==> src/rtl/sargantana_icache_mem_ctrl_if.sv <==
// ---------------------------------------------------------------------------
// sargantana_icache_mem_ctrl_if
//   Bundles the request side (icache controller) and the array side
//   (sargantana_top_memory) of the icache memory sequencer.
//
//   Handshake rule for lookup and refill: a request is transferred on a rising
//   clock edge where both *_valid_i and *_ready_o are 1. The requester holds
//   valid and payload stable until that edge. Ready may depend on valid
//   combinationally; valid never depends on ready.
//
//   Modports:
//     master : icache controller / requester (drives requests, sees commands)
//     slave  : the sequencer (sargantana_icache_mem_ctrl)
// ---------------------------------------------------------------------------
interface sargantana_icache_mem_ctrl_if #(
  parameter int ICACHE_N_WAY = 4,
  parameter int TAG_WIDHT    = 20,
  parameter int WAY_WIDHT    = 256,
  parameter int ADDR_WIDHT   = 6
);
  // request side
  logic                    flush_i;
  logic                    flush_done_o;
  logic                    lookup_valid_i;
  logic                    lookup_ready_o;
  logic [ADDR_WIDHT-1:0]   lookup_addr_i;
  logic                    rsp_valid_o;
  logic                    refill_valid_i;
  logic                    refill_ready_o;
  logic [ADDR_WIDHT-1:0]   refill_addr_i;
  logic [TAG_WIDHT-1:0]    refill_tag_i;
  logic [WAY_WIDHT-1:0]    refill_cline_i;
  logic [ICACHE_N_WAY-1:0] victim_way_o;
  // array side
  logic [ICACHE_N_WAY-1:0] tag_req_o;
  logic [ICACHE_N_WAY-1:0] data_req_o;
  logic                    tag_we_o;
  logic                    data_we_o;
  logic                    flush_en_o;
  logic                    valid_bit_o;
  logic [TAG_WIDHT-1:0]    tag_o;
  logic [WAY_WIDHT-1:0]    cline_o;
  logic [ADDR_WIDHT-1:0]   addr_o;

  modport master (
    output flush_i, lookup_valid_i, lookup_addr_i,
           refill_valid_i, refill_addr_i, refill_tag_i, refill_cline_i,
    input  flush_done_o, lookup_ready_o, rsp_valid_o, refill_ready_o,
           victim_way_o, tag_req_o, data_req_o, tag_we_o, data_we_o,
           flush_en_o, valid_bit_o, tag_o, cline_o, addr_o
  );

  modport slave (
    input  flush_i, lookup_valid_i, lookup_addr_i,
           refill_valid_i, refill_addr_i, refill_tag_i, refill_cline_i,
    output flush_done_o, lookup_ready_o, rsp_valid_o, refill_ready_o,
           victim_way_o, tag_req_o, data_req_o, tag_we_o, data_we_o,
           flush_en_o, valid_bit_o, tag_o, cline_o, addr_o
  );
endinterface

==> src/rtl/sargantana_icache_mem_ctrl.sv <==
// ---------------------------------------------------------------------------
// sargantana_icache_mem_ctrl
//   Front-end sequencer for the icache tag/data arrays. Arbitrates flush,
//   refill-write and lookup-read requests and issues at most one registered
//   array command per cycle.
//
//   Ports:
//     clk_i        clock, all state updates on the rising edge
//     rstn_i       asynchronous active-low reset
//     bus          slave side of sargantana_icache_mem_ctrl_if
//                  (requests in, array command + status out)
//     state_dbg_o  1 while the flush walk is in progress (FSM observability)
//
//   Behaviour summary:
//     IDLE priority is flush > refill > lookup. A flush walks every set,
//     writing valid_bit=0 to all ways, one set per cycle, then pulses
//     flush_done_o the cycle after the last command and returns the refill
//     round-robin pointer to way 0. A refill writes tag+line into the way
//     selected by the round-robin pointer. A lookup reads all ways of a set;
//     rsp_valid_o pulses the cycle after the read command (array latency 1).
// ---------------------------------------------------------------------------
module sargantana_icache_mem_ctrl #(
  parameter int ICACHE_N_WAY = 4,
  parameter int TAG_WIDHT    = 20,
  parameter int WAY_WIDHT    = 256,
  parameter int ADDR_WIDHT   = 6
) (
  input  logic                        clk_i,
  input  logic                        rstn_i,
  sargantana_icache_mem_ctrl_if.slave bus,
  output logic                        state_dbg_o
);

  localparam logic [ICACHE_N_WAY-1:0] RR_INIT   = ICACHE_N_WAY'(1);
  localparam logic [ICACHE_N_WAY-1:0] ALL_WAYS  = '1;
  localparam logic [ADDR_WIDHT-1:0]   ADDR_ONE  = ADDR_WIDHT'(1);
  localparam logic [ADDR_WIDHT-1:0]   LAST_SET  = '1;

  typedef enum logic {
    ST_IDLE  = 1'b0,
    ST_FLUSH = 1'b1
  } state_e;

  // control state
  state_e                  state_q, state_d;
  logic                    flush_pending_q, flush_pending_d;
  logic [ADDR_WIDHT-1:0]   walk_cnt_q, walk_cnt_d;
  logic [ICACHE_N_WAY-1:0] rr_q, rr_d;
  // "the command currently on the array bus is a lookup / the last flush set"
  logic                    lookup_cmd_q, lookup_cmd_d;
  logic                    last_flush_cmd_q, last_flush_cmd_d;

  // registered array command and status outputs
  logic [ICACHE_N_WAY-1:0] tag_req_q, tag_req_d;
  logic [ICACHE_N_WAY-1:0] data_req_q, data_req_d;
  logic                    tag_we_q, tag_we_d;
  logic                    data_we_q, data_we_d;
  logic                    flush_en_q, flush_en_d;
  logic                    valid_bit_q, valid_bit_d;
  logic [TAG_WIDHT-1:0]    tag_q, tag_d;
  logic [WAY_WIDHT-1:0]    cline_q, cline_d;
  logic [ADDR_WIDHT-1:0]   addr_q, addr_d;
  logic [ICACHE_N_WAY-1:0] victim_q, victim_d;
  logic                    rsp_valid_q;
  logic                    flush_done_q;

  // handshake qualifiers
  logic flush_req;
  logic refill_ready;
  logic lookup_ready;
  logic refill_fire;
  logic lookup_fire;

  // A flush pulse arriving in IDLE blocks both request channels in the same
  // cycle, so it is folded in combinationally alongside the pending flag.
  assign flush_req    = flush_pending_q | bus.flush_i;
  assign refill_ready = (state_q == ST_IDLE) & ~flush_req;
  assign lookup_ready = refill_ready & ~bus.refill_valid_i;
  assign refill_fire  = bus.refill_valid_i & refill_ready;
  assign lookup_fire  = bus.lookup_valid_i & lookup_ready;

  // -------------------------------------------------------------------------
  // Next-state and next-command logic
  // -------------------------------------------------------------------------
  always_comb begin
    state_d          = state_q;
    flush_pending_d  = flush_pending_q;
    walk_cnt_d       = walk_cnt_q;
    rr_d             = rr_q;
    victim_d         = victim_q;
    lookup_cmd_d     = 1'b0;
    last_flush_cmd_d = 1'b0;
    // no command unless a branch below issues one
    tag_req_d        = '0;
    data_req_d       = '0;
    tag_we_d         = 1'b0;
    data_we_d        = 1'b0;
    flush_en_d       = 1'b0;
    valid_bit_d      = 1'b0;
    tag_d            = '0;
    cline_d          = '0;
    addr_d           = '0;

    // flush requests are remembered everywhere except during the walk itself
    if (bus.flush_i && (state_q != ST_FLUSH)) begin
      flush_pending_d = 1'b1;
    end

    case (state_q)
      ST_IDLE: begin
        if (flush_req) begin
          state_d         = ST_FLUSH;
          flush_pending_d = 1'b0;
          walk_cnt_d      = '0;
        end else if (refill_fire) begin
          tag_req_d   = rr_q;
          data_req_d  = rr_q;
          tag_we_d    = 1'b1;
          data_we_d   = 1'b1;
          valid_bit_d = 1'b1;
          tag_d       = bus.refill_tag_i;
          cline_d     = bus.refill_cline_i;
          addr_d      = bus.refill_addr_i;
          victim_d    = rr_q;
          // rotate left; the MSB way wraps back to way 0
          rr_d        = {rr_q[ICACHE_N_WAY-2:0], rr_q[ICACHE_N_WAY-1]};
        end else if (lookup_fire) begin
          tag_req_d    = ALL_WAYS;
          data_req_d   = ALL_WAYS;
          addr_d       = bus.lookup_addr_i;
          lookup_cmd_d = 1'b1;
        end
      end

      ST_FLUSH: begin
        // clear the valid bit of every way in the current set
        tag_req_d   = ALL_WAYS;
        tag_we_d    = 1'b1;
        flush_en_d  = 1'b1;
        addr_d      = walk_cnt_q;
        walk_cnt_d  = walk_cnt_q + ADDR_ONE;
        if (walk_cnt_q == LAST_SET) begin
          state_d          = ST_IDLE;
          rr_d             = RR_INIT;
          last_flush_cmd_d = 1'b1;
        end
      end

      default: begin
        state_d = ST_IDLE;
      end
    endcase
  end

  // -------------------------------------------------------------------------
  // State and output registers
  // -------------------------------------------------------------------------
  always_ff @(posedge clk_i or negedge rstn_i) begin
    if (!rstn_i) begin
      state_q          <= ST_IDLE;
      flush_pending_q  <= 1'b0;
      walk_cnt_q       <= '0;
      rr_q             <= RR_INIT;
      lookup_cmd_q     <= 1'b0;
      last_flush_cmd_q <= 1'b0;
      tag_req_q        <= '0;
      data_req_q       <= '0;
      tag_we_q         <= 1'b0;
      data_we_q        <= 1'b0;
      flush_en_q       <= 1'b0;
      valid_bit_q      <= 1'b0;
      tag_q            <= '0;
      cline_q          <= '0;
      addr_q           <= '0;
      victim_q         <= '0;
      rsp_valid_q      <= 1'b0;
      flush_done_q     <= 1'b0;
    end else begin
      state_q          <= state_d;
      flush_pending_q  <= flush_pending_d;
      walk_cnt_q       <= walk_cnt_d;
      rr_q             <= rr_d;
      lookup_cmd_q     <= lookup_cmd_d;
      last_flush_cmd_q <= last_flush_cmd_d;
      tag_req_q        <= tag_req_d;
      data_req_q       <= data_req_d;
      tag_we_q         <= tag_we_d;
      data_we_q        <= data_we_d;
      flush_en_q       <= flush_en_d;
      valid_bit_q      <= valid_bit_d;
      tag_q            <= tag_d;
      cline_q          <= cline_d;
      addr_q           <= addr_d;
      victim_q         <= victim_d;
      // status pulses trail the command they qualify by one cycle
      rsp_valid_q      <= lookup_cmd_q;
      flush_done_q     <= last_flush_cmd_q;
    end
  end

  // -------------------------------------------------------------------------
  // Outputs
  // -------------------------------------------------------------------------
  assign bus.refill_ready_o = refill_ready;
  assign bus.lookup_ready_o = lookup_ready;
  assign bus.rsp_valid_o    = rsp_valid_q;
  assign bus.flush_done_o   = flush_done_q;
  assign bus.victim_way_o   = victim_q;
  assign bus.tag_req_o      = tag_req_q;
  assign bus.data_req_o     = data_req_q;
  assign bus.tag_we_o       = tag_we_q;
  assign bus.data_we_o      = data_we_q;
  assign bus.flush_en_o     = flush_en_q;
  assign bus.valid_bit_o    = valid_bit_q;
  assign bus.tag_o          = tag_q;
  assign bus.cline_o        = cline_q;
  assign bus.addr_o         = addr_q;
  assign state_dbg_o        = (state_q == ST_FLUSH);

endmodule

==> src/flat_wrapper.sv <==
// flat-port wrapper written by rule: the top's interface ports become plain ports
module sargantana_icache_mem_ctrl_flat 
#(
  parameter int ICACHE_N_WAY = 4,
  parameter int TAG_WIDHT    = 20,
  parameter int WAY_WIDHT    = 256,
  parameter int ADDR_WIDHT   = 6
)
  (clk_i, rstn_i, state_dbg_o, bus_flush_i, bus_lookup_valid_i, bus_lookup_addr_i, bus_refill_valid_i, bus_refill_addr_i, bus_refill_tag_i, bus_refill_cline_i, bus_flush_done_o, bus_lookup_ready_o, bus_rsp_valid_o, bus_refill_ready_o, bus_victim_way_o, bus_tag_req_o, bus_data_req_o, bus_tag_we_o, bus_data_we_o, bus_flush_en_o, bus_valid_bit_o, bus_tag_o, bus_cline_o, bus_addr_o);
  sargantana_icache_mem_ctrl_if #(.ICACHE_N_WAY(ICACHE_N_WAY), .TAG_WIDHT(TAG_WIDHT), .WAY_WIDHT(WAY_WIDHT), .ADDR_WIDHT(ADDR_WIDHT)) bus_i ();
  input  logic clk_i;
  input  logic rstn_i;
  output logic state_dbg_o;
  input wire logic [$bits(bus_i.flush_i)-1:0] bus_flush_i;
  input wire logic [$bits(bus_i.lookup_valid_i)-1:0] bus_lookup_valid_i;
  input wire logic [$bits(bus_i.lookup_addr_i)-1:0] bus_lookup_addr_i;
  input wire logic [$bits(bus_i.refill_valid_i)-1:0] bus_refill_valid_i;
  input wire logic [$bits(bus_i.refill_addr_i)-1:0] bus_refill_addr_i;
  input wire logic [$bits(bus_i.refill_tag_i)-1:0] bus_refill_tag_i;
  input wire logic [$bits(bus_i.refill_cline_i)-1:0] bus_refill_cline_i;
  output wire logic [$bits(bus_i.flush_done_o)-1:0] bus_flush_done_o;
  output wire logic [$bits(bus_i.lookup_ready_o)-1:0] bus_lookup_ready_o;
  output wire logic [$bits(bus_i.rsp_valid_o)-1:0] bus_rsp_valid_o;
  output wire logic [$bits(bus_i.refill_ready_o)-1:0] bus_refill_ready_o;
  output wire logic [$bits(bus_i.victim_way_o)-1:0] bus_victim_way_o;
  output wire logic [$bits(bus_i.tag_req_o)-1:0] bus_tag_req_o;
  output wire logic [$bits(bus_i.data_req_o)-1:0] bus_data_req_o;
  output wire logic [$bits(bus_i.tag_we_o)-1:0] bus_tag_we_o;
  output wire logic [$bits(bus_i.data_we_o)-1:0] bus_data_we_o;
  output wire logic [$bits(bus_i.flush_en_o)-1:0] bus_flush_en_o;
  output wire logic [$bits(bus_i.valid_bit_o)-1:0] bus_valid_bit_o;
  output wire logic [$bits(bus_i.tag_o)-1:0] bus_tag_o;
  output wire logic [$bits(bus_i.cline_o)-1:0] bus_cline_o;
  output wire logic [$bits(bus_i.addr_o)-1:0] bus_addr_o;
  assign bus_i.flush_i = bus_flush_i;
  assign bus_i.lookup_valid_i = bus_lookup_valid_i;
  assign bus_i.lookup_addr_i = bus_lookup_addr_i;
  assign bus_i.refill_valid_i = bus_refill_valid_i;
  assign bus_i.refill_addr_i = bus_refill_addr_i;
  assign bus_i.refill_tag_i = bus_refill_tag_i;
  assign bus_i.refill_cline_i = bus_refill_cline_i;
  assign bus_flush_done_o = bus_i.flush_done_o;
  assign bus_lookup_ready_o = bus_i.lookup_ready_o;
  assign bus_rsp_valid_o = bus_i.rsp_valid_o;
  assign bus_refill_ready_o = bus_i.refill_ready_o;
  assign bus_victim_way_o = bus_i.victim_way_o;
  assign bus_tag_req_o = bus_i.tag_req_o;
  assign bus_data_req_o = bus_i.data_req_o;
  assign bus_tag_we_o = bus_i.tag_we_o;
  assign bus_data_we_o = bus_i.data_we_o;
  assign bus_flush_en_o = bus_i.flush_en_o;
  assign bus_valid_bit_o = bus_i.valid_bit_o;
  assign bus_tag_o = bus_i.tag_o;
  assign bus_cline_o = bus_i.cline_o;
  assign bus_addr_o = bus_i.addr_o;
  sargantana_icache_mem_ctrl #(.ICACHE_N_WAY(ICACHE_N_WAY), .TAG_WIDHT(TAG_WIDHT), .WAY_WIDHT(WAY_WIDHT), .ADDR_WIDHT(ADDR_WIDHT)) u_core (.clk_i(clk_i), .rstn_i(rstn_i), .bus(bus_i), .state_dbg_o(state_dbg_o));
endmodule
==> config.mk <==
export PLATFORM = sky130hd
export DESIGN_NAME = sargantana_icache_mem_ctrl_flat
export DESIGN_NICKNAME = d
export VERILOG_FILES = /design/src/rtl/sargantana_icache_mem_ctrl_if.sv /design/src/rtl/sargantana_icache_mem_ctrl.sv /design/src/flat_wrapper.sv
export SDC_FILE = /design/constraint.sdc
export NUM_CORES = 1
export LEC_CHECK = 0
export CAP_MARGIN = 15
export CORE_AREA = 2 2 232 234
export DETAILED_ROUTE_END_ITERATION = 10
export DIE_AREA = 0 0 234 236
export GPL_ROUTABILITY_DRIVEN = 0
export PLACE_DENSITY = 0.57
export SLEW_MARGIN = 30
export SYNTH_ARGS = -nofsm -noshare
export SYNTH_HDL_FRONTEND = slang
export SYNTH_SLANG_ARGS = --single-unit
==> constraint.sdc <==
create_clock -name clk_i -period 2 [get_ports clk_i]
set_input_delay 0.4 -clock clk_i [delete_from_list [all_inputs] [get_ports clk_i]]
set_output_delay 0.4 -clock clk_i [all_outputs]
set_load 0.02 [all_outputs]
* Word level (Yosys, flattened, before mapping)
Cells that the tools add are included.
** Word-level totals
- Register bits after elaboration :: 313
- Bits of input ports :: 293
- Output and inout port bits :: 303
** Cells by class
- Add/subtract/negate cells :: 1
- Equal/unequal tests :: 5
- Multiplexer cells :: 38
- Bitwise operators :: 8
- Reductions and logical operators :: 3
** Operators by type and width (number)
- 256-bit two-way mux :: 3
- 20-bit two-way mux :: 3
- 4-bit two-way mux :: 7
- 6-bit two-way mux :: 4
- 6-bit case mux with 2 select lines :: 2
- 4-bit case mux with 2 select lines :: 2
- 1-bit two-way mux :: 15
- 6-bit by 1-bit adder with 6-bit output, second input constant :: 1
- 6-bit equality test, second input constant :: 1
- 3-bit AND reduction :: 2
- 1-bit bitwise AND :: 4
- 2-bit by 1-bit != test with 1-bit output, second input constant :: 2
- 2-bit != test, second input constant :: 2
- 1-bit case mux with 2 select lines :: 2
- 1-bit NOT :: 3
- 1-bit logical AND :: 1
- 1-bit OR :: 1

* Depth between registers and ports, before layout
Gate-level depths: netlist of run 1.
- Depth after elaboration :: 9
- Mapped depth :: 8
- Mapped depth without buffers :: 4

* Worst setup path after synthesis of run 1
No wires, ideal clock.
- Path kind :: register -> output
- Start :: reg u_core.state_q (netlist: u_core.state_dbg_o)
- End :: out bus_lookup_ready_o
- Arrival :: 1526 ps
- Required time :: 1600 ps
- Setup slack :: 74 ps
- Stages on the path, launching flop included :: 4
- Path buffers :: 2
- Cells stage by stage :: dfrtp_1 > buf_6 > clkbuf_1 > nor4_1
** Between the ends
- Word-level cells in the longest chain between the ends :: 3
** RTL lines
- start: declaration :: RTL line sargantana_icache_mem_ctrl.sv:45 : state_e state_q, state_d;
- start signal: assignment :: RTL line sargantana_icache_mem_ctrl.sv:179 : state_q <= state_d;
- 1-bit NOT (no line)
- 1-bit bitwise AND :: RTL line sargantana_icache_mem_ctrl.sv:77 : assign refill_ready = (state_q == ST_IDLE) & ~flush_req;
- 1-bit bitwise AND :: RTL line sargantana_icache_mem_ctrl.sv:78 : assign lookup_ready = refill_ready & ~bus.refill_valid_i;
- end: declaration :: RTL line flat_wrapper.sv:22 : output wire logic [$bits(bus_i.lookup_ready_o)-1:0] bus_lookup_ready_o;
No other way between the ends.

* Final worst setup path of run 1
- Start :: reg u_core.cline_q[80] (netlist: u_core.bus.cline_o[80])
- End :: out bus_cline_o[80]
** RTL lines
- start: declaration :: RTL line sargantana_icache_mem_ctrl.sv:61 : logic [WAY_WIDHT-1:0] cline_q, cline_d;
- start signal: assignment :: RTL line sargantana_icache_mem_ctrl.sv:192 : cline_q <= cline_d;
- end: declaration :: RTL line flat_wrapper.sv:33 : output wire logic [$bits(bus_i.cline_o)-1:0] bus_cline_o;
No word-level cell between the ends.

==> run summary, run 1 <==
==============================================================================
Area of the die                                                    55,220 um^2
Via count                                                                7,419
Net total in the final layout                                            1,639
Cell chosen for the clock root                                       clkbuf_16
Clock tree from TritonCTS                                                 done
Crit-path max cell delay                                               0.63 ns
Total core area                                                    53,070 um^2
Data required, critical path                                           1.60 ns
Power after layout                                                    15.35 mW
Max Buffers Root-to-Sink                                                     3
Filler cell count                                                        5,177
Least setup slack across all paths after layout                     0.06441 ns
Die span in y                                                           236 um
H-tree depth                                                                 2
Endpoints failing hold                                                       0
Critical path endpoint category                                   primary output
Path class of the lowest-slack min-delay path                     input pin to asynchronous set/reset pin
Number of global-route vias before repair                                7,929
Yosys synthesis warning count                                                0
I/O pin cnt                                                                596
Class of the most critical setup path                             flop to primary output
Number of storage elements in the synthesis netlist                        313
Leak Pwr                                                              8.441 nW
Logic depth of the worst path, buffers included                              1
Worst setup path end                                              bus_cline_o[80]
Dpl hpwl                                                              26.77 mm
Count of final max-slew check failures                                       0
CTS Sinks                                                                  313
Status                                                            finished clean
Clock buffer count from CTS                                                 36
Proportion of layout cells with a drive suffix above 1                  8.607%
GRT overflow                                                                 0
Number of distinct library cells after synthesis                            32
Endpoint of the worst register-to-register path                   u_core.bus.cline_o[202]
Post-Syn Nets                                                              995
Clock latency on the worst-skew pair                                   0.53 ns
Measured slew at the worst slew-check pin                            0.5140 ns
FF-to-FF Start                                                    u_core.flush_pending_q
Sequential fraction of design power                                      44.1%
Logic depth of the worst register-to-register path                           5
Setup slack of the most critical reg-to-reg path                       0.13 ns
Part of the Yosys area used for sequential elements                     75.85%
Data arrival, critical path                                            1.54 ns
Number of max-cap violations                                                 0
Shortest period the worst path allows                                 1.936 ns
Cells traversed along the worst timing path                       clkdlybuf4s50_1
Post-synth design cell area                                        10,330 um^2
Slowest cell on crit path                                         clkdlybuf4s50_1
CP top delay family                                               buffers and inverters
Place WS                                                            -0.4412 ns
Largest net degree at the start of global routing                           74
Worst setup path start                                            u_core.bus.cline_o[80]
First drt pass iteration count                                               4
Total global-route track usage                                          11.98%
Initial cell density of the core                                        19.46%
X dimension of the die                                                  234 um
Share of power burned in combinational logic                             12.9%
Initial antenna violation count                                              2
Psw                                                                   3.674 mW
P&R area growth vs syn                                                  78.87%
Maximum vdd drop                                                   0.0005616 V
Number of standard cells in the layout, taps in and fillers out          2,067
DRC violation total after the first TritonRoute iteration                  211
Global-route wire length before repair                                49.65 mm
IO Port Bufs                                                               595
TNS Setup                                                                 0 ns
Residual DRC                                                                 0
Synthesized area per cell                                           14.73 um^2
Maximum fanout count along the critical path                                 1
FMAX                                                                 516.6 MHz
Share of total power consumed by net switching                          23.93%
Number of antenna cells inserted                                             0
Utilization of the core after routing                                   34.81%
Register cell area after layout                                      7836 um^2
Portion of total power attributed to the clock network                   42.9%
Bufs and invs on worst path                                                  1
Post-DR vias/cell                                                        3.589
RSZ-0062 raised after global routing                                        no
Internal portion of total power                                       11.68 mW
Number of nets with antenna violations after routing                         0
Area of the multi-input gates                                        2132 um^2
Drt total wl                                                          34.28 mm
Drt wl/cell                                                           16.58 um
Final critical-path share of the clock period                           96.78%
Synthesized instance count                                                 701
Startpoint type of the worst setup path                                   flop
Placed Cells                                                             2,001
Final-report setup violation count                                           0
Final Skew                                                         0.007936 ns
Areal power density over the cells                                831.1 nW/um^2
Clock-pin slew on the worst setup and hold paths                       0.06 ns
Std cell rows                                                               85
Worst-case headroom to the max-slew limit                               65.74%
==============================================================================
## synthesized netlist by cell type (all sizes together)
library cell	number	area [um^2]
o31a	1	8.760
nand4	2	12.51
clkinv	1	8.760
nand3	3	15.01
o221ai	1	8.760
mux2	1	11.26
nand2b	2	12.51
or4b	1	13.76
nor3	2	15.01
nor2	2	7.510
nor2b	1	6.260
a22o	3	26.28
dfstp	1	26.28
o21ai	9	45.04
dfrtp	312	7807
o31ai	1	7.510
xor2	1	8.760
inv	6	22.52
xnor2	1	8.760
and2	277	1733
nor4	1	6.260
buf	28	315.3
o211ai	1	7.510
a22oi	5	37.54
nand2	28	107.6
a21oi	1	5.000
ha	1	12.51
clkbuf	8	30.03
## power by group through the flow
| stage | clock network (mW) | logic (mW) | registers [mW] |
|---|---|---|---|
| after global routing | 7.14 | 2.15 | 6.80 |
| after detailed placement | 0 | 2.06 | 6.88 |
| after floorplan | 0 | 0.437 | 7.07 |
| final | 6.59 | 1.99 | 6.77 |
| after CTS | 6.87 | 2.04 | 6.77 |
| after global placement | 0 | 2.03 | 6.88 |
## registers in the layout (all words and copies together) (netlist names)
name                     count
u_core.bus.data_req_o        4
u_core.lookup_cmd_q          1
u_core.rr_q                  4
u_core.flush_pending_q       1
u_core.state_dbg_o           1
u_core.bus.tag_req_o         4
u_core.bus.cline_o         256
u_core.bus.tag_o            20
u_core.bus.victim_way_o      4
u_core.walk_cnt_q            6
u_core.bus.flush_en_o        1
u_core.bus.addr_o            6
u_core.last_flush_cmd_q      1
u_core.bus.flush_done_o      1
u_core.bus.rsp_valid_o       1
u_core.bus.data_we_o         1
u_core.bus.tag_we_o          1
## through the flow
| step | instance area, um^2 | hold WS, ns |
|---|---|---|
| final | 18470 | 0.3187 |
| after global routing | 18470 | 0.3121 |
| after CTS | 18470 | 0.2479 |
| after detailed placement | 17260 | 0.2534 |
| after global placement | 17260 | 0.2549 |
| after floorplan | 10330 | 0.1044 |
## what timing repair did
item,4_1_cts,5_1_grt
endpoints found under the setup margin,9,3
resized for setup,20,3
hold buffers,1,0
hold endpoints to repair,74,0
pin swaps,1,0
buffers inserted,1,0
## logic make-up after synthesis
| kind of cell | after synthesis | share of synthesized area (%) |
|---|---|---|
| buf+inv | 43 | 3.647 |
| flops | 313 | 75.85 |
| compound gates | 22 | 1.418 |
| simple gates | 319 | 18.68 |
| mux | 1 | 0.1090 |
| xor+xnor | 2 | 0.1696 |
| fa+ha+maj | 1 | 0.1211 |
## area by class of cell
cell class	count	share of cell area [%]
inverters	7	0.1693
clock buffers	49	5.527
flip-flops and latches	313	42.42
repair buffers	642	34.73
multi-input cells	345	11.54
clock inverters	15	0.9008
well taps	696	4.714
## placed cells by master, fill, tap and decap left out, types with 2 or more instances in the layout
cell             synthesis  routed
a22o_1                   3       3
a22oi_1                  5       5
and2_1                 277     277
buf_12                   0       9
buf_4                    2      40
bufinv_16                0       3
clkbuf_1                 8       7
clkbuf_16                0      37
clkbuf_8                 0       5
clkdlybuf4s50_1          0     581
clkinv_2                 0       7
clkinv_4                 1       2
clkinvlp_4               0       2
dfrtp_1                312     310
dfrtp_2                  0       2
dlygate4sd2_1            0       6
dlymetal6s2s_1           0       2
inv_1                    6       6
inv_6                    0       2
nand2_1                 27      27
nand2b_1                 2       2
nand3_1                  3       3
nand4_1                  2       2
nor2_1                   2       2
o21ai_0                  9       9
## routing by layer
layer	routed length [um]	part of all wire [%]	global-route usage, %	up-vias
li1	-	-	-	3440
met1	12840	37	13.26	3593
met2	17520	51	21.09	338
met3	3070	9.0	4.062	48
met4	846	2.5	4.392	0
met5	0	0	0	-
## worst min-delay path by stage
stage | from | endpoint | slack, ns | cells after the start
6_report | rstn_i | u_core.bus.cline_o[147] | 0.32 | 2
2_1_floorplan | rstn_i | u_core.bus.addr_o[0] | 0.10 | 0
3_5_place_dp | rstn_i | u_core.bus.cline_o[76] | 0.25 | 1
4_1_cts | rstn_i | u_core.bus.cline_o[76] | 0.25 | 2
3_3_place_gp | rstn_i | u_core.bus.cline_o[67] | 0.25 | 1
5_1_grt | rstn_i | u_core.bus.cline_o[147] | 0.31 | 2
Power figures use the tool's default switching activity.
==> run 2: changes to the inputs <==
--- a/config.mk
+++ b/config.mk
@@ -5,12 +5,13 @@
 export SDC_FILE = /design/constraint.sdc
 export NUM_CORES = 1
 export LEC_CHECK = 0
+export ABC_AREA = 1
 export CAP_MARGIN = 15
-export CORE_AREA = 2 2 232 234
+export CORE_AREA = 2 2 233 235
 export DETAILED_ROUTE_END_ITERATION = 10
-export DIE_AREA = 0 0 234 236
+export DIE_AREA = 0 0 235 237
 export GPL_ROUTABILITY_DRIVEN = 0
-export PLACE_DENSITY = 0.57
+export PLACE_DENSITY = 0.58
 export SLEW_MARGIN = 30
 export SYNTH_ARGS = -nofsm -noshare
 export SYNTH_HDL_FRONTEND = slang
==> run 2 against run 1 <==
Global-route usage is 1.0 points higher. Routed wire length is 7.8% higher. Register-to-register slack better by 0.38 ns. Sequential power is 0.9% lower. Synthesized cell count is 45% higher. Final area is 2.8% higher. Critical path type unchanged. Critical endpoint is now bus_cline_o[30].
==> run summary, run 2 <==
============================================================================
Proportion of layout cells with a drive suffix above 1                6.793%   -1.8 points
Part of the Yosys area used for sequential elements                   73.01%   -2.8 points
Number of max-cap violations                                               0   unchanged
Synthesized area per cell                                         10.54 um^2   -28%
Startpoint type of the worst setup path                                 flop
Number of distinct library cells after synthesis                          21   -34%
Initial cell density of the core                                      20.14%   +0.68 points
Share of flip-flops with an asynchronous set or reset                 100.0%   unchanged
Most used standard cells in the synthesized netlist             312 x dfrtp_1, 294 x inv_1, 283 x nor2_1
Measured slew at the worst slew-check pin                          0.5362 ns   +0.02221 ns
Portion of total power attributed to the clock network                 43.8%   +0.9 points
Largest net degree at the start of global routing                         57   -23%
Post-synth design cell area                                      10,730 um^2   +3.9%
Maximum fanout count along the critical path                               1   unchanged
CTS Sinks                                                                313   unchanged
Final critical-path share of the clock period                         96.51%   -0.27 points
CP top delay family                                             buffers and inverters
Number of flip-flops under the largest register name                     256   unchanged
Area of the die                                                  55,700 um^2   +0.85%
Yosys synthesis warning count                                              0   unchanged
Cell chosen for the clock root                                     clkbuf_16
Residual DRC                                                               0   unchanged
Global-route wire length before repair                              55.45 mm   +12%
Setup slack of the most critical reg-to-reg path                     0.51 ns   +0.38 ns
I/O pin cnt                                                              596   unchanged
IO Port Bufs                                                             595   unchanged
H-tree depth                                                               2   unchanged
Status                                                          finished clean
Final Skew                                                       0.009290 ns   +0.001354 ns
Utilization of the core after routing                                 35.64%   +0.83 points
Max Buffers Root-to-Sink                                                   3   unchanged
Net total in the final layout                                          1,961   +20%
Initial antenna violation count                                           10   +8
Sequential fraction of design power                                    43.7%   -0.4 points
Bufs and invs on worst path                                                1   unchanged
Clock-pin slew on the worst setup and hold paths                     0.06 ns   about the same
X dimension of the die                                                235 um   +0.43%
Total core area                                                  53,280 um^2   +0.40%
Path class of the lowest-slack min-delay path                   flop to flop
Area contributors post-synth                                    dfrtp_1 73%, inv_1 10%, nor2_1 9.9%, buf_6 2.1%, nand2_1 2.0%
Drt wl/cell                                                         15.43 um   -6.9%
Total global-route track usage                                        13.03%   +1.0 points
GRT overflow                                                               0   unchanged
Post-synth EDFFs                                                           0   unchanged
Shortest period the worst path allows                               1.930 ns   -0.005366 ns
Synth Flop Type                                                      dfrtp_1
Slowest cell on crit path                                       clkdlybuf4s50_1
Clock buffer count from CTS                                               36   unchanged
Worst-case headroom to the max-slew limit                             64.26%   -1.5 points
Number of storage elements in the synthesis netlist                      313   unchanged
Number of nets with antenna violations after routing                       0   unchanged
Synthesized instance count                                             1,018   +45%
Areal power density over the cells                              808.5 nW/um^2   -2.7%
Via count                                                              8,662   +17%
Std cell rows                                                             85   unchanged
Internal portion of total power                                     11.73 mW   +0.42%
Endpoints failing hold                                                     0   unchanged
Drt total wl                                                        36.93 mm   +7.8%
P&R area growth vs syn                                                76.99%
Least setup slack across all paths after layout                   0.06978 ns   +0.005366 ns
Cells traversed along the worst timing path                     clkdlybuf4s50_1
Critical path endpoint category                                 primary output
RSZ-0062 raised after global routing                                      no
Maximum vdd drop                                                 0.0006825 V   +22%
Clock latency on the worst-skew pair                                 0.53 ns   about the same
Crit-path max cell delay                                             0.68 ns   +0.05 ns
Share of power burned in combinational logic                           12.5%   -0.4 points
Post-DR vias/cell                                                      3.620   +0.85%
Leak Pwr                                                            9.913 nW   +17%
Clock tree from TritonCTS                                               done
Number of global-route vias before repair                              9,330   +18%
FMAX                                                               518.1 MHz   +0.28%
Dpl hpwl                                                            29.02 mm   +8.4%
Place WS                                                          -0.2309 ns   +0.2102 ns
Top cell type's share of synthesized area                             72.77%   -2.8 points
Final-report setup violation count                                         0   unchanged
Data arrival, critical path                                          1.53 ns   about the same
Most common cell after layout, fill and taps aside              clkdlybuf4s50_1
Top library cells by usage in the layout, fill and taps aside   586 x clkdlybuf4s50_1, 312 x dfrtp_1, 293 x inv_1
Count of final max-slew check failures                                     0   unchanged
Share of total power consumed by net switching                        23.60%   -0.33 points
Die span in y                                                         237 um   +0.42%
DRC violation total after the first TritonRoute iteration                309   +46%
Psw                                                                 3.624 mW   -1.4%
First drt pass iteration count                                             4   unchanged
Data required, critical path                                         1.60 ns   about the same
Post-Syn Nets                                                          1,312   +32%
Most repeated cell in the gate-level netlist after synthesis         dfrtp_1
Cell taking the most area after synthesis                            dfrtp_1
Class of the most critical setup path                           flop to primary output
============================================================================
==> run 2: changes by cell type in the layout (fill, tap and decap cells not counted), sizes merged, moves of 5 or more <==
cell,change
inv,+289
nor2,+283
and2,-277
nand2,+30
nand3,+9
nand4,+8
clkinv,-6
a22oi,-5
clkbuf,+5
clkdlybuf4s50,+5
o21ai,-5
==> run 2: power groups by stage <==
| stage | logic (mW) | registers, mW | clock network [mW] |
|---|---|---|---|
| floorplan | 0.482 | 6.99 | 0 |
| global placement | 1.93 | 6.81 | 0 |
| detailed placement | 1.95 | 6.81 | 0 |
| CTS | 1.96 | 6.70 | 6.99 |
| global route | 2.12 | 6.73 | 7.23 |
| finish | 1.92 | 6.71 | 6.72 |
==> run 2: final timing paths <==
path	start	to	cells after the start
min	u_core.last_flush_cmd_q	u_core.bus.flush_done_o	0
min reg2reg	u_core.last_flush_cmd_q	u_core.bus.flush_done_o	0
min in group asynchronous	rstn_i	u_core.bus.tag_o[15]	2
max reg2reg	u_core.state_dbg_o	u_core.bus.cline_o[210]	6
max	u_core.bus.cline_o[30]	bus_cline_o[30]	1
max in group asynchronous	rstn_i	u_core.bus.cline_o[222]	3
==> run 2: routing by layer <==
layer | GRT usage (%) | vias to the layer above | wire (um)
met5 | 0 | - | 13
met4 | 4.545 | 2 | 1022
met3 | 5.304 | 62 | 3605
met2 | 23.41 | 411 | 18950
met1 | 13.71 | 4079 | 13340
li1 | - | 4108 | -
==> run 2: what timing repair did <==
| item | CTS | global route |
|---|---|---|
| resized for setup | 9 | 5 |
| endpoints found under the hold margin | 34 | 0 |
| setup endpoints to repair | 5 | 5 |
| hold buffers | 1 | 0 |
| setup buffers | 0 | 1 |
==> run 2: layout make-up <==
type | count | area, um^2
tap | 696 | 870.8
sequential | 313 | 7834
timing repair buffer | 648 | 6467
antenna | 4 | 10.01
clock buffer | 53 | 1046
fill | 5386 | 34290
inverter | 294 | 1104
clock inverter | 11 | 168.9
multi-input combinational | 374 | 1489
==> run 2: metrics by stage <==
stage          instances  hold slack, ns  cell area [um^2]  total power, mW  TNS, ns
3_3_place_gp        2323          0.3354             17750            8.736  -0.3639
6_report            2393          0.3516             18990            15.35        0
3_5_place_dp        2323          0.3427             17750            8.762  -0.4129
2_1_floorplan       1018          0.1044             10730            7.471        0
5_1_grt             2392          0.3456             18990            16.08        0
4_1_cts             2388          0.3272             18980            15.66        0
==> run 2: logic make-up after synthesis <==
logic type / after synthesis / synth area share, %
AO/OA/AOI/OAI: 5 / 0.2332
flip-flops: 313 / 73.01
buffers and inverters: 331 / 13.18
adder cells (fa/ha/maj): 1 / 0.1166
AND/OR/NAND/NOR: 368 / 13.46
